### src/rtl/alu_sched_pkg.sv
// Shared constants, FSM state type and error rule for the ALU request scheduler.
package alu_sched_pkg;

    localparam logic [3:0] OP_ADD      = 4'd0;
    localparam logic [3:0] OP_SUB      = 4'd1;
    localparam logic [3:0] OP_MUL      = 4'd2;
    localparam logic [3:0] OP_DIV      = 4'd3;
    localparam logic [7:0] ALU_ERR_VAL = 8'hAC;

    typedef enum logic [1:0] {
        S_IDLE,
        S_EXEC,
        S_RESP
    } state_t;

    // An operation is flagged when the opcode is undefined or it divides by zero.
    function automatic logic is_err(input logic [3:0] op, input logic [7:0] b);
        return (op > OP_DIV) || ((op == OP_DIV) && (b == 8'd0));
    endfunction

endpackage

### src/rtl/rr_arbiter.sv
// Combinational round-robin arbiter: the requester at ptr has highest priority,
// then ptr+1, ... wrapping at N_REQ-1.
module rr_arbiter #(
    parameter int unsigned N_REQ = 4,
    parameter int unsigned IDW   = 2
) (
    input  logic [N_REQ-1:0] req,
    input  logic [IDW-1:0]   ptr,
    output logic [N_REQ-1:0] grant
);

    logic        found;
    int unsigned idx;

    always_comb begin
        grant = '0;
        found = 1'b0;
        idx   = 0;
        for (int unsigned i = 0; i < N_REQ; i++) begin
            idx = (32'(ptr) + i) % N_REQ;
            if (!found && req[idx]) begin
                grant[idx] = 1'b1;
                found      = 1'b1;
            end
        end
    end

endmodule

### src/rtl/alu_req_scheduler.sv
// Shares one external ALU between N_REQ requesters: round-robin accept, fixed-latency
// execute, then hold the captured result until the owning requester takes it.
module alu_req_scheduler
    import alu_sched_pkg::*;
#(
    parameter int unsigned N_REQ   = 4,
    parameter int unsigned ALU_LAT = 1
) (
    input  logic                 clock,
    input  logic                 reset_n,
    input  logic [N_REQ-1:0]     req_valid,
    output logic [N_REQ-1:0]     req_ready,
    input  logic [8*N_REQ-1:0]   req_a,
    input  logic [8*N_REQ-1:0]   req_b,
    input  logic [4*N_REQ-1:0]   req_op,
    output logic [N_REQ-1:0]     resp_valid,
    input  logic [N_REQ-1:0]     resp_ready,
    output logic [7:0]           resp_result,
    output logic                 resp_carry,
    output logic                 resp_err,
    output logic [7:0]           alu_a,
    output logic [7:0]           alu_b,
    output logic [3:0]           alu_op_code,
    input  logic [7:0]           alu_result,
    input  logic                 alu_carry_out,
    output logic                 busy,
    output logic [15:0]          op_count,
    output logic [15:0]          err_count
);

    localparam int unsigned IDW      = (N_REQ > 1) ? $clog2(N_REQ) : 1;
    localparam logic [2:0]  LAT_INIT = 3'(ALU_LAT - 1);
    localparam logic [IDW-1:0] LAST_ID = IDW'(N_REQ - 1);

    state_t           state_q, state_d;
    logic [IDW-1:0]   ptr_q, ptr_d;
    logic [IDW-1:0]   id_q, id_d;
    logic [7:0]       alu_a_q, alu_a_d;
    logic [7:0]       alu_b_q, alu_b_d;
    logic [3:0]       alu_op_q, alu_op_d;
    logic [2:0]       lat_cnt_q, lat_cnt_d;
    logic [7:0]       res_q, res_d;
    logic             carry_q, carry_d;
    logic             err_q, err_d;
    logic [15:0]      op_count_q, op_count_d;
    logic [15:0]      err_count_q, err_count_d;

    logic [N_REQ-1:0] grant;
    logic [IDW-1:0]   gnt_id;

    rr_arbiter #(
        .N_REQ (N_REQ),
        .IDW   (IDW)
    ) u_arb (
        .req   (req_valid),
        .ptr   (ptr_q),
        .grant (grant)
    );

    always_comb begin
        gnt_id = '0;
        for (int unsigned i = 0; i < N_REQ; i++) begin
            if (grant[i]) begin
                gnt_id = IDW'(i);
            end
        end
    end

    always_comb begin
        state_d     = state_q;
        ptr_d       = ptr_q;
        id_d        = id_q;
        alu_a_d     = alu_a_q;
        alu_b_d     = alu_b_q;
        alu_op_d    = alu_op_q;
        lat_cnt_d   = lat_cnt_q;
        res_d       = res_q;
        carry_d     = carry_q;
        err_d       = err_q;
        op_count_d  = op_count_q;
        err_count_d = err_count_q;
        req_ready   = '0;

        unique case (state_q)
            S_IDLE: begin
                // The grant itself is the ready, so any granted requester is accepted now.
                req_ready = grant;
                if (|grant) begin
                    id_d      = gnt_id;
                    alu_a_d   = req_a[8*int'(gnt_id) +: 8];
                    alu_b_d   = req_b[8*int'(gnt_id) +: 8];
                    alu_op_d  = req_op[4*int'(gnt_id) +: 4];
                    lat_cnt_d = LAT_INIT;
                    state_d   = S_EXEC;
                end
            end
            S_EXEC: begin
                if (lat_cnt_q == 3'd0) begin
                    res_d   = alu_result;
                    carry_d = alu_carry_out;
                    err_d   = is_err(alu_op_q, alu_b_q);
                    state_d = S_RESP;
                end else begin
                    lat_cnt_d = lat_cnt_q - 3'd1;
                end
            end
            S_RESP: begin
                if (resp_ready[id_q]) begin
                    state_d = S_IDLE;
                    ptr_d   = (id_q == LAST_ID) ? '0 : id_q + 1'b1;
                    if (op_count_q != 16'hFFFF) begin
                        op_count_d = op_count_q + 16'd1;
                    end
                    if (err_q && (err_count_q != 16'hFFFF)) begin
                        err_count_d = err_count_q + 16'd1;
                    end
                end
            end
            default: state_d = S_IDLE;
        endcase
    end

    always_ff @(posedge clock or negedge reset_n) begin
        if (!reset_n) begin
            state_q     <= S_IDLE;
            ptr_q       <= '0;
            id_q        <= '0;
            alu_a_q     <= '0;
            alu_b_q     <= '0;
            alu_op_q    <= '0;
            lat_cnt_q   <= '0;
            res_q       <= '0;
            carry_q     <= 1'b0;
            err_q       <= 1'b0;
            op_count_q  <= '0;
            err_count_q <= '0;
        end else begin
            state_q     <= state_d;
            ptr_q       <= ptr_d;
            id_q        <= id_d;
            alu_a_q     <= alu_a_d;
            alu_b_q     <= alu_b_d;
            alu_op_q    <= alu_op_d;
            lat_cnt_q   <= lat_cnt_d;
            res_q       <= res_d;
            carry_q     <= carry_d;
            err_q       <= err_d;
            op_count_q  <= op_count_d;
            err_count_q <= err_count_d;
        end
    end

    always_comb begin
        resp_valid = '0;
        if (state_q == S_RESP) begin
            resp_valid[id_q] = 1'b1;
        end
    end

    assign resp_result = res_q;
    assign resp_carry  = carry_q;
    assign resp_err    = err_q;
    assign alu_a       = alu_a_q;
    assign alu_b       = alu_b_q;
    assign alu_op_code = alu_op_q;
    assign busy        = (state_q != S_IDLE);
    assign op_count    = op_count_q;
    assign err_count   = err_count_q;

endmodule

### config.mk
export PLATFORM = sky130hd
export DESIGN_NAME = alu_req_scheduler
export DESIGN_NICKNAME = d
export VERILOG_FILES = /design/src/rtl/alu_sched_pkg.sv /design/src/rtl/rr_arbiter.sv /design/src/rtl/alu_req_scheduler.sv
export SDC_FILE = /design/constraint.sdc
export NUM_CORES = 1
export LEC_CHECK = 0
export BUFFER_PORTS_ARGS = -buffer_cell sky130_fd_sc_hd__buf_2
export CAP_MARGIN = 10
export CORE_ASPECT_RATIO = 1.4
export CORE_UTILIZATION = 40
export CTS_CLUSTER_SIZE = 14
export DETAILED_ROUTE_END_ITERATION = 8
export PLACE_DENSITY = 0.66
export SYNTH_ARGS = -nofsm -noshare
export SYNTH_HDL_FRONTEND = slang
export SYNTH_SLANG_ARGS = --single-unit
export TNS_END_PERCENT = 20
### constraint.sdc
create_clock -name clock -period 5.6 [get_ports clock]
set_input_delay 1.12 -clock clock [delete_from_list [all_inputs] [get_ports clock]]
set_output_delay 1.12 -clock clock [all_outputs]
set_load 0.01 [all_outputs]
* Yosys cells after proc, flatten, opt, wreduce, memory -nomap -nowiden
Index checks and enable logic that the tools add are counted.
Word-level totals: bits in registers 71, input port bits 99, output and inout port bits 71, word-level logic and storage cells 113
Operators by class: add/sub/neg operators 7, magnitude comparators 11, equal/unequal tests 10, shifts and indexed selects 3, muxes and demuxes 40, bitwise gates (word level) 3, reduce and logical (&&, ||, !) cells 27
Operators with widths (count):
- variable part select 32 x 6 -> 8 bit | 2
- adder 16 x 1 -> 16 bit, second input constant | 2
- != test 16 bit, second input constant | 2
- 2-to-1 mux 4 bit | 6
- variable part select 16 x 5 -> 4 bit | 1
- < comparator 2 x 3 -> 1 bit, second input constant | 5
- 2-to-1 mux 1 bit | 14
- 2-to-1 mux 2 bit | 6
- bitwise OR 4 bit | 3
- AND reduction 3 bit | 4
- binary-select mux 1 bit (select 2 bit) | 5
- demux 1 bit (select 2 bit) | 5
- greater-or-equal comparator 2 x 1 -> 1 bit, second input constant | 5
- logical AND 1 bit | 10
- zero test 8 bit | 1
- != test 2 bit, second input constant | 4
- 2-to-1 mux 3 bit | 2
- one-hot mux 2 bit (3 select lines) | 1
- one-hot mux 3 bit (2 select lines) | 1
- AND reduction 2 bit | 3
- adder 2 x 1 -> 2 bit, second input constant | 2
- adder 2 bit, second input constant | 2
- == test 2 bit, second input constant | 2
- == test 4 x 2 -> 1 bit, second input constant | 1
- 9 further kinds | 12

* Depth between registers and ports, before layout
Gate-level depths: netlist (run 1).
depth in word-level cells 16, depth in mapped cells 11, mapped depth without buffers 8

* Modules after synthesis
Synthesis (run 1) repeated with hierarchy kept, for this count alone.
Second synthesis, totals: cells, all modules 420, area, all modules 4097.7 um2
Modules (own cells, without submodules):
- alu_req_scheduler | instances 1, cells each 384, area an instance 3759.9 um2, seq. area each 1776.7 um2
- rr_arbiter | instances 1, cells each 36, area an instance 337.8 um2, seq. area each 0.0 um2

* Least setup slack after synthesis (run 1)
OpenSTA, ideal clock, no wires.
path kind input-to-output, start in req_valid[3], end out req_ready[3], arrival 2899 ps, data required time 4480 ps, setup slack 1581 ps, stages on the path 8, path buffers 3, path through mux4_2 buf_6 nor3b_1 a22oi_1 and2_1 buf_2 clkbuf_1 nor2_1
Between the ends: word-level cells in the longest chain between the ends 13, elaborated cells between the ends (all ways) 25, classes of those cells 16 x mux; 3 x bitwise; 6 x reduce/logical
RTL lines:
- from (decl) | RTL line alu_req_scheduler.sv:11 | input logic [N_REQ-1:0] req_valid,
- binary-select mux 1 bit (select 2 bit) | RTL line rr_arbiter.sv:21 | if (!found && req[idx]) begin
- 2-to-1 mux 1 bit (not written as such) | RTL line rr_arbiter.sv:21
- 2-to-1 mux 1 bit | RTL line rr_arbiter.sv:21
- zero test 1 bit | RTL line rr_arbiter.sv:21
- logical AND 1 bit | RTL line rr_arbiter.sv:21
- 2-to-1 mux 1 bit | RTL line rr_arbiter.sv:21
- zero test 1 bit | RTL line rr_arbiter.sv:21
- logical AND 1 bit | RTL line rr_arbiter.sv:21
- 2-to-1 mux 1 bit | RTL line rr_arbiter.sv:21
- zero test 1 bit | RTL line rr_arbiter.sv:21
- logical AND 1 bit | RTL line rr_arbiter.sv:21
- 2-to-1 mux 4 bit (*) | RTL line rr_arbiter.sv:21
- 2-to-1 mux 4 bit (*) | RTL line alu_req_scheduler.sv:84 | unique case (state_q)
- to (decl) | RTL line alu_req_scheduler.sv:12 | output logic [N_REQ-1:0] req_ready,
Mark *: on every way between the ends. The rest lies on a longest branch, timed or not. The select of a mux whose other input is x is not followed.

* Worst setup path in the final report (run 1)
Same ends and word-level chain as after synthesis.

==> results of run 1 <==
-- kinds of logic (layout without fill, tap and decap cells) --
| group | Yosys count | count (layout) | share of synthesized area [%] |
|---|---|---|---|
| AO/OA/AOI/OAI | 101 | 101 | 20.33 |
| XOR/XNOR | 30 | 30 | 5.905 |
| adder cells (fa/ha/maj) | 14 | 14 | 3.937 |
| buffers and inverters | 55 | 219 | 6.074 |
| flip-flops | 71 | 71 | 39.93 |
| multiplexers | 38 | 38 | 10.94 |
| AND/OR/NAND/NOR | 101 | 101 | 12.88 |
-- Yosys cell counts, types with 2 or more instances --
library cell  instances
xor2_1                8
clkbuf_1             13
nor4_1                4
mux2_1               12
ha_1                 14
a21o_1                3
or2_2                 3
buf_2                 3
xnor2_1              22
dfrtp_1              71
mux4_2                5
nand4_1               9
inv_1                29
mux2_2               19
a22oi_1               2
a32oi_2              20
nand2_1              29
o21bai_1             20
nor2_1                7
nor3_1                9
o211ai_1             20
a21oi_1              25
and2_1                7
nor3b_1               3
and3_1                8
nor2b_1               2
buf_6                 8
nand3_1              10
-- how the worst max path moves through the flow --
stage	slack, ns	to	cells after the start	startpoint
floorplan	1.58	req_ready[3]	8	req_valid[3]
global placement	1.43	req_ready[3]	8	req_valid[3]
detailed placement	1.36	req_ready[3]	8	req_valid[3]
CTS	1.34	req_ready[3]	8	req_valid[3]
global route	1.23	req_ready[3]	8	req_valid[3]
finish	1.35	req_ready[3]	8	req_valid[3]
-- metrics by stage --
step / total power, W / hold WS (ns)
final: 0.003255 / 0.4739
after global routing: 0.003493 / 0.4979
after CTS: 0.003292 / 0.4740
after detailed placement: 0.002696 / 0.4661
after global placement: 0.002651 / 0.4626
after floorplan: 0.002279 / 0.4510
-- per-layer routing --
| layer | up-vias | routed length, µm | part of all wire, % | track usage, % |
|---|---|---|---|---|
| met3 | 13 | 684 | 6.1 | 4.496 |
| met1 | 1865 | 4664 | 42 | 22.61 |
| met5 | - | 0 | 0 | 0 |
| met2 | 145 | 5662 | 51 | 36.85 |
| li1 | 1809 | - | - | - |
| met4 | 0 | 167 | 1.5 | 6.536 |
-- sequential cells by signal (all words and copies together), names as in the netlist --
name and flops:
op_count 16, resp_carry 1, alu_op_code 4, state_q 2, id_q 2, resp_result 8, lat_cnt_q 3, alu_a 8
ptr_q 2, alu_b 8, err_count 16, resp_err 1
-- cell type report --
| type | count | share of cell area (%) |
|---|---|---|
| inverters | 30 | 1.988 |
| clock buffers | 10 | 4.219 |
| flip-flops and latches | 71 | 31.37 |
| repair buffers | 173 | 15.51 |
| multi-input cells | 284 | 42.61 |
| well taps | 141 | 3.115 |
| clock inverters | 6 | 1.193 |
-- worst reg2reg max path: stages (launching register included) --
cell and delay, ns:
dfrtp_1 0.56, inv_1 0.14, ha_1 0.34, mux4_2 0.30
nor4b_4 0.16, a2111oi_4 0.52, and4bb_4 0.33, nand3_2 0.55
a32oi_2 0.41
-- power by group through the flow --
| stage | Combinational [W] | Clock (W) | Sequential, W |
|---|---|---|---|
| 6_report | 0.00185 | 0.000579 | 0.000829 |
| 3_5_place_dp | 0.00186 | 0 | 0.000839 |
| 4_1_cts | 0.00187 | 0.000596 | 0.000831 |
| 3_3_place_gp | 0.00182 | 0 | 0.000831 |
| 2_1_floorplan | 0.00142 | 0 | 0.000860 |
| 5_1_grt | 0.00203 | 0.000612 | 0.000854 |
==> results.txt, run 1 <==
status -> completed
Hold EP -> lat_cnt_q[0]
r2r worst-path depth -> 8
Post-Route WL -> 11180 µm
placed cell count -> 699
post-CTS sizing -> 0
initial antenna violation count -> 0
Setup CP Type -> in2out
CP Data Arrival Time -> 3.13 ns
Post-synth ARST share -> 100.0%
CTS tree -> done
CP top delay family -> simple AND/OR/NAND/NOR gates
Max clock buf depth -> 2
Post-synth EDFFs -> 0
flops & latches, synth -> 71
Slew @ Worst Pin -> 0.9997 ns
commonest non-fill, non-tap cells in the layout -> buf_2, dfrtp_1, inv_1, nand2_1, a21oi_1
final instance area -> 0.005664 mm²
initial core utilization -> 41.16%
clock insertion delay at the later pin of the skew report -> 0.32 ns
H-tree depth -> 3
most frequent CP cell -> buf_2
Vias/cell -> 5.359
FILL cells -> 1022
hold path start -> lat_cnt_q[0]
flop2flop setup slack -> 2.19 ns
vias in the first global route -> 3857
grt ovf -> 0
capturing point of the worst reg2reg path -> alu_a[7]
final slew viol count -> 0
Seq pwr share -> 25.5%
row count -> 45
Setup WS pre-CTS -> 1.356 ns
Starting DRT DRC Count -> 129
Critical Path RT -> 4.48 ns
P_int -> 0.001826 W
Routed Antenna Nets -> 0
Layout Skew -> 0.004682 ns
Port Buffers -> 169
post-detail-place hpwl -> 8258 µm
switching power -> 0.001429 W
first-pass GRT wire length -> 18480 µm
share of layout cells above drive strength 1 -> 43.21%
Clk network pwr share -> 17.8%
First-pass DRT Iterations -> 4
largest net degree at the start of global routing -> 72
HP Class -> reg2reg
CP max stage delay -> 0.60 ns
sequential cell area fraction in the yosys report -> 39.93%
area of the multi-input gates -> 0.002414 mm²
fin crit share -> 75.92%
slowest cell on the critical path -> mux4_2
Syn Std Cell Area -> 0.004449 mm²
Startpoint Class -> input pin
CP cell instances -> buf_2 -> mux4_2 -> nor3b_1 -> a22oi_1 -> and2_1 -> buf_4 -> nor2_1 -> buf_2
setup bufs post-CTS -> 0
syn_nets -> 523
top_reg_cell synth -> dfrtp_1
post-synth top area cell -> dfrtp_1
setup repair after global routing missed its margin -> no
Critical path buffers and inverters -> 3
cell depth of the worst hold path -> 1
die height -> 126.8 µm
fmax -> 235.2 MHz
Ports -> 170
Clock Pin Slew Worst Setup and Hold Paths -> 0.06 ns
CTS buffer count -> 9
Switching Share -> 43.91%
PwrDens -> 574.7 mW/mm²
Die Area -> 0.01156 mm²
via count -> 3832
Yosys top cell area share -> 39.93%
most common cell after layout, fill and taps aside -> buf_2
P&R area growth vs syn -> 27.31%
Reg area -> 0.001777 mm²
syn_area_per_cell -> 10.85 µm²
All-Layer GR Usage -> 19.97%
Crit. End Element -> primary output
Final Hold Viols -> 0
routability cong. -> 0.7899
top post-synthesis cells by area -> dfrtp_1, a32oi_2, mux2_2
Root Driver -> clkbuf_16
max_cap viols -> 0
crit path time final -> 4.252 ns
setup TNS -> 0 ns
worst r2r src -> ptr_q[0]
Die X -> 91.14 µm
Setup Viol. Count Final -> 0
Final WS setup -> 1.348 ns
Post-Syn Instances -> 410
DP Area -> 0.005358 mm²
DRC errors left -> 0
crit-path max FO -> 25
Final Util -> 52.40%
drt wl/cell -> 15.63 µm
NumNets Final -> 682
Post-Layout Cell Count -> 715
Yosys warning count -> 0
Synth cell types -> 53
worst vdd rail ir drop -> 0.0002062 V
Post-CTS Hold Fix Bufs -> 0
ant diodes -> 0
Rel. slew slack -> 32.47%
CTS Sinks -> 71
Core Footprint -> 0.01081 mm²
Leak Pwr -> 2.793 nW
combinational share of power -> 56.7%
Note: power is estimated with default switching activity, not from simulation.
==> inputs of run 2 (changes only) <==
==> constraint.sdc (replaced) <==
create_clock -name clock -period 4.22 [get_ports clock]
set_input_delay 0.844 -clock clock [delete_from_list [all_inputs] [get_ports clock]]
set_output_delay 0.844 -clock clock [all_outputs]
set_load 0.01 [all_outputs]
==> run 2 against run 1 <==
  * Design area fell by 0.24%
  * Hold slack better by 0.0017 ns
  * Wire length down 2.0%
  * Setup slack worse by 0.89 ns
  * Global-route usage decreased by 0.60 points
  * Clock skew is essentially flat
  * Combinational power is 34% higher
  * Sequential share of layout area increased by 0.076 points
  * Clock power grew 24%
  * Final cell count down 0.14%
  * Critical endpoint unchanged
==> results.txt, run 2 (same netlist as run 1, synthesis figures left out) <==
status -> completed
FILL cells -> 1001 (-2.1%)
Root Driver -> clkbuf_16
All-Layer GR Usage -> 19.37% (-0.60 points)
DRC errors left -> 0 (unchanged)
r2r worst-path depth -> 9 (+1)
setup repair after global routing missed its margin -> no
First-pass DRT Iterations -> 4 (unchanged)
Setup CP Type -> reg2out
Post-CTS Hold Fix Bufs -> 0 (unchanged)
clock insertion delay at the later pin of the skew report -> 0.33 ns (about the same)
Max clock buf depth -> 2 (unchanged)
slowest cell on the critical path -> dfrtp_1
vias in the first global route -> 3834 (-0.60%)
PwrDens -> 758.8 mW/mm² (+32%)
commonest non-fill, non-tap cells in the layout -> buf_2, dfrtp_1, inv_1, nand2_1, a21oi_1
grt ovf -> 0 (unchanged)
Die Area -> 0.01156 mm² (unchanged)
P&R area growth vs syn -> 27.00%
Critical path buffers and inverters -> 2 (-1)
ant diodes -> 0 (unchanged)
CP max stage delay -> 0.55 ns (-0.05 ns)
HP Class -> reg2reg
cell depth of the worst hold path -> 1 (unchanged)
Startpoint Class -> flip-flop
Slew @ Worst Pin -> 0.9604 ns (-0.03930 ns)
CP cell instances -> inv_1 -> ha_1 -> mux4_2 -> nor3b_1 -> a22oi_1 -> and2_1 -> nor2_1 -> buf_2
Hold EP -> lat_cnt_q[0]
post-CTS sizing -> 0 (unchanged)
initial core utilization -> 41.16% (unchanged)
Routed Antenna Nets -> 0 (unchanged)
setup bufs post-CTS -> 0 (unchanged)
Final Util -> 52.27% (-0.13 points)
max_cap viols -> 0 (unchanged)
Layout Skew -> 0.004839 ns (+0.0001565 ns)
via count -> 3727 (-2.7%)
initial antenna violation count -> 0 (unchanged)
Ports -> 170 (unchanged)
most common cell after layout, fill and taps aside -> buf_2
Final Hold Viols -> 0 (unchanged)
Vias/cell -> 5.220 (-2.6%)
H-tree depth -> 3 (unchanged)
Starting DRT DRC Count -> 89 (-31%)
CTS buffer count -> 9 (unchanged)
flop2flop setup slack -> 0.83 ns (-1.36 ns)
post-detail-place hpwl -> 8047 µm (-2.5%)
Post-Route WL -> 10950 µm (-2.0%)
CP Data Arrival Time -> 2.92 ns (-0.21 ns)
placed cell count -> 699 (unchanged)
first-pass GRT wire length -> 17860 µm (-3.3%)
Die X -> 91.14 µm (unchanged)
NumNets Final -> 682 (unchanged)
Post-Layout Cell Count -> 714 (-0.14%)
Port Buffers -> 169 (unchanged)
Leak Pwr -> 2.788 nW (-0.15%)
Core Footprint -> 0.01081 mm² (unchanged)
crit path time final -> 3.760 ns
CTS Sinks -> 71 (unchanged)
CTS tree -> done
Tot Pwr -> 0.004287 W (+32%)
Crit. End Element -> primary output
worst vdd rail ir drop -> 0.0003619 V (+75%)
row count -> 45 (unchanged)
Clock Pin Slew Worst Setup and Hold Paths -> 0.05 ns (about the same)
routability cong. -> 0.7672 (-2.9%)
fin crit share -> 89.11%
final slew viol count -> 0 (unchanged)
setup TNS -> 0 ns (unchanged)
fmax -> 265.9 MHz
capturing point of the worst reg2reg path -> alu_a[5]
share of layout cells above drive strength 1 -> 42.76% (-0.45 points)
largest net degree at the start of global routing -> 72 (unchanged)
worst r2r src -> ptr_q[0]
Rel. slew slack -> 35.13% (+2.7 points)
crit-path max FO -> 9 (-64%)
drt wl/cell -> 15.34 µm (-1.9%)
die height -> 126.8 µm (unchanged)
hold path start -> lat_cnt_q[0]
Setup Viol. Count Final -> 0 (unchanged)
Critical Path RT -> 3.38 ns (-1.10 ns)
CP top delay family -> simple AND/OR/NAND/NOR gates
==> run 2: changes by cell type in the layout (fill, tap and decap cells not counted), sizes merged <==
cell | previous run | this run
clkinvlp | 2 | 1
clkbuf | 10 | 11
inv | 31 | 30
==> run 2: how the worst max path moves through the flow <==
stage,slack [ns],endpoint,cells past startpoint,start
after floorplan,0.75,req_ready[3],8,req_valid[3]
after global placement,0.63,req_ready[3],7,req_valid[3]
after detailed placement,0.59,req_ready[3],7,req_valid[3]
after CTS,0.37,req_ready[3],8,ptr_q[0]
after global routing,0.27,req_ready[3],8,ptr_q[0]
final,0.46,req_ready[3],8,ptr_q[0]
==> run 2: layer usage <==
| layer | routed length, µm | vias up | track usage, % |
|---|---|---|---|
| li1 | - | 1806 | - |
| met1 | 4566 | 1773 | 22.54 |
| met2 | 5555 | 136 | 34.98 |
| met3 | 678 | 12 | 4.376 |
| met4 | 150 | 0 | 6.443 |
| met5 | 0 | - | 0 |
==> run 2: report_power, final <==
| group | internal (W) | leakage, nW | switching [W] |
|---|---|---|---|
| logic | 0.00106 | 1.77 | 0.00141 |
| registers | 0.000906 | 0.887 | 0.000191 |
| clock network | 0.000452 | 0.135 | 0.000267 |
==> run 2: layout make-up <==
class / instances / area, µm² / area share (%)
clock buffers: 11 / 232.7 / 4.119
clock inverters: 4 / 47.55 / 0.8415
inverters: 30 / 112.6 / 1.993
multi-input cells: 284 / 2414 / 42.71
flip-flops and latches: 71 / 1777 / 31.44
well taps: 141 / 176.4 / 3.122
repair buffers: 173 / 890.9 / 15.77
==> run 2: per-stage QoR <==
stage	instance area (µm²)	setup WS, ns	hold WS [ns]
global route	5650	0.2672	0.4838
detailed placement	5370	0.5946	0.4749
floorplan	4449	0.7531	0.4510
finish	5650	0.4597	0.4757
CTS	5650	0.3735	0.4821
global placement	5370	0.6350	0.4631
==> inputs of run 3 (changes only) <==
--- a/config.mk
+++ b/config.mk
@@ -8,6 +8,7 @@
 export BUFFER_PORTS_ARGS = -buffer_cell sky130_fd_sc_hd__buf_2
 export CAP_MARGIN = 10
 export CORE_ASPECT_RATIO = 1.4
+export CORE_MARGIN = 3
 export CORE_UTILIZATION = 40
 export CTS_CLUSTER_SIZE = 14
 export DETAILED_ROUTE_END_ITERATION = 8
==> constraint.sdc (replaced) <==
create_clock -name clock -period 4.22 [get_ports clock]
set_input_delay 0.422 -clock clock [delete_from_list [all_inputs] [get_ports clock]]
set_output_delay 0.422 -clock clock [all_outputs]
set_load 0.01 [all_outputs]
==> run 3 against run 2 <==
  * Critical path depth increased by 1
  * Final cell count decreased by 0.42%
  * Total power down 0.36%
  * Non-clock buffer count down 1
  * Clock-buffer cell count down 2
  * Sequential power is essentially flat
  * Setup slack improved by 0.21 ns
  * Largest power group unchanged
==> results.txt, run 3 (same netlist as run 1, synthesis figures left out) <==
Crit. End Element -> flip-flop
Port Buffers -> 169 (unchanged)
final slew viol count -> 0 (unchanged)
Reg area -> 0.001777 mm² (unchanged)
Layout Skew -> 0.005789 ns (+0.0009500 ns)
CTS Sinks -> 71 (unchanged)
grt ovf -> 0 (unchanged)
most common cell after layout, fill and taps aside -> buf_2
placed cell count -> 695 (-0.57%)
CP Data Arrival Time -> 3.79 ns (+0.87 ns)
H-tree depth -> 3 (unchanged)
CP cell instances -> inv_1 -> ha_1 -> mux4_2 -> nor4b_4 -> a2111oi_4 -> buf_4 -> and4bb_4 -> nand3_2 -> a32oi_2
Max clock buf depth -> 2 (unchanged)
CTS buffer count -> 9 (unchanged)
Post-CTS Hold Fix Bufs -> 0 (unchanged)
worst vdd rail ir drop -> 0.0003401 V (-6.0%)
fmax -> 281.4 MHz (+5.8%)
Post-Layout Cell Count -> 711 (-0.42%)
FILL cells -> 946 (-5.5%)
CP top delay family -> simple AND/OR/NAND/NOR gates
NumNets Final -> 681 (-0.15%)
initial core utilization -> 41.87% (+0.72 points)
Ports -> 170 (unchanged)
Core Footprint -> 0.01063 mm² (-1.7%)
via count -> 3744 (+0.46%)
Routed Antenna Nets -> 0 (unchanged)
fin crit share -> 84.22% (-4.9 points)
area of the multi-input gates -> 0.002414 mm² (unchanged)
drt wl/cell -> 15.93 µm (+3.8%)
routability cong. -> 0.7498 (-2.3%)
Starting DRT DRC Count -> 138 (+55%)
P&R area growth vs syn -> 26.86%
crit-path max FO -> 24 (+15)
Critical path buffers and inverters -> 2 (unchanged)
Final Hold Viols -> 0 (unchanged)
crit path time final -> 3.554 ns (-0.2063 ns)
setup repair after global routing missed its margin -> no
commonest non-fill, non-tap cells in the layout -> buf_2, dfrtp_1, inv_1, nand2_1, a21oi_1
ant diodes -> 0 (unchanged)
initial antenna violation count -> 0 (unchanged)
Leak Pwr -> 2.784 nW (-0.15%)
largest net degree at the start of global routing -> 72 (unchanged)
post-detail-place hpwl -> 8324 µm (+3.4%)
CTS tree -> done
Root Driver -> clkbuf_16
Slew @ Worst Pin -> 1.019 ns (+0.05895 ns)
HP Class -> in2async
DRC errors left -> 0 (unchanged)
max_cap viols -> 0 (unchanged)
Critical Path RT -> 4.46 ns (+1.08 ns)
Vias/cell -> 5.266 (+0.88%)
clock insertion delay at the later pin of the skew report -> 0.33 ns (about the same)
Startpoint Class -> flip-flop
Die X -> 95.14 µm (+4.4%)
setup TNS -> 0 ns (unchanged)
first-pass GRT wire length -> 18250 µm (+2.2%)
All-Layer GR Usage -> 18.64% (-0.73 points)
slowest cell on the critical path -> nand3_2
Rel. slew slack -> 31.64% (-3.5 points)
vias in the first global route -> 3769 (-1.7%)
Die Area -> 0.01244 mm² (+7.7%)
setup bufs post-CTS -> 0 (unchanged)
PwrDens -> 756.9 mW/mm² (-0.25%)
status -> completed
CP max stage delay -> 0.56 ns (about the same)
Setup CP Type -> reg2reg
row count -> 44 (-2.2%)
post-CTS sizing -> 0 (unchanged)
die height -> 130.8 µm (+3.2%)
Clock Pin Slew Worst Setup and Hold Paths -> 0.06 ns (about the same)
share of layout cells above drive strength 1 -> 43.11% (+0.35 points)
Post-Route WL -> 11320 µm (+3.4%)
Setup Viol. Count Final -> 0 (unchanged)
First-pass DRT Iterations -> 6 (+2)
## run 3: cell count changes in the layout (fill, tap and decap cells not counted), sizes merged
| cell | previous run | this run |
|---|---|---|
| clkbuf | 11 | 9 |
| buf | 173 | 172 |
| clkinv | 2 | 3 |
| clkinvlp | 1 | 2 |
| inv | 30 | 31 |
## run 3: where the power goes
group	internal (W)	switching, W	leakage, nW
sequential	0.000906	0.000191	0.887
combinational	0.00103	0.00139	1.76
clock	0.000458	0.000299	0.142
## run 3: path summary, 6_finish.rpt
check	from	slack [ns]	end	cells past startpoint
min reg2reg	lat_cnt_q[0]	0.48	lat_cnt_q[0]	1
max in group asynchronous	reset_n	3.40	alu_b[1]	1
max	ptr_q[0]	0.67	alu_b[5]	9
min in group clock	alu_result[6]	0.32	resp_result[6]	2
min	reset_n	0.23	err_count[3]	1
max reg2reg	ptr_q[0]	0.67	alu_b[5]	9
## run 3: worst reg2reg max path, delay by kind of cell, from the launching register on
kind / cells / cell delay, ns
buf+inv: 2 / 0.51
simple gates: 3 / 1.02
fa+ha+maj: 1 / 0.34
compound gates: 2 / 0.75
mux: 1 / 0.29
flops: 1 / 0.55
## run 3: layout make-up
class | instances | area share, %
clock buffer | 9 | 3.990
tap | 138 | 3.059
timing repair buffer | 172 | 15.43
inverter | 30 | 1.995
clock inverter | 7 | 1.286
sequential | 71 | 31.48
multi-input combinational | 284 | 42.76
## run 3: metal layers
| metal | track usage [%] | wire [µm] |
|---|---|---|
| met2 | 33.07 | 5599 |
| met4 | 5.692 | 166 |
| met3 | 4.296 | 960 |
| met1 | 22.21 | 4598 |
| met5 | 0 | 0 |
## run 3: stage by stage
step	power, W	hold slack [ns]	worst slack, ns	cell area, µm²	utilization (%)
after floorplan	0.003024	0.1264	1.397	4449	-
after global placement	0.003495	0.4627	0.7784	5346	50.32
after detailed placement	0.003545	0.4736	0.6390	5346	50.32
after CTS	0.004314	0.2593	0.6232	5644	53.12
after global routing	0.004628	0.2958	0.4096	5644	53.12
final	0.004272	0.2318	0.6659	5644	53.12
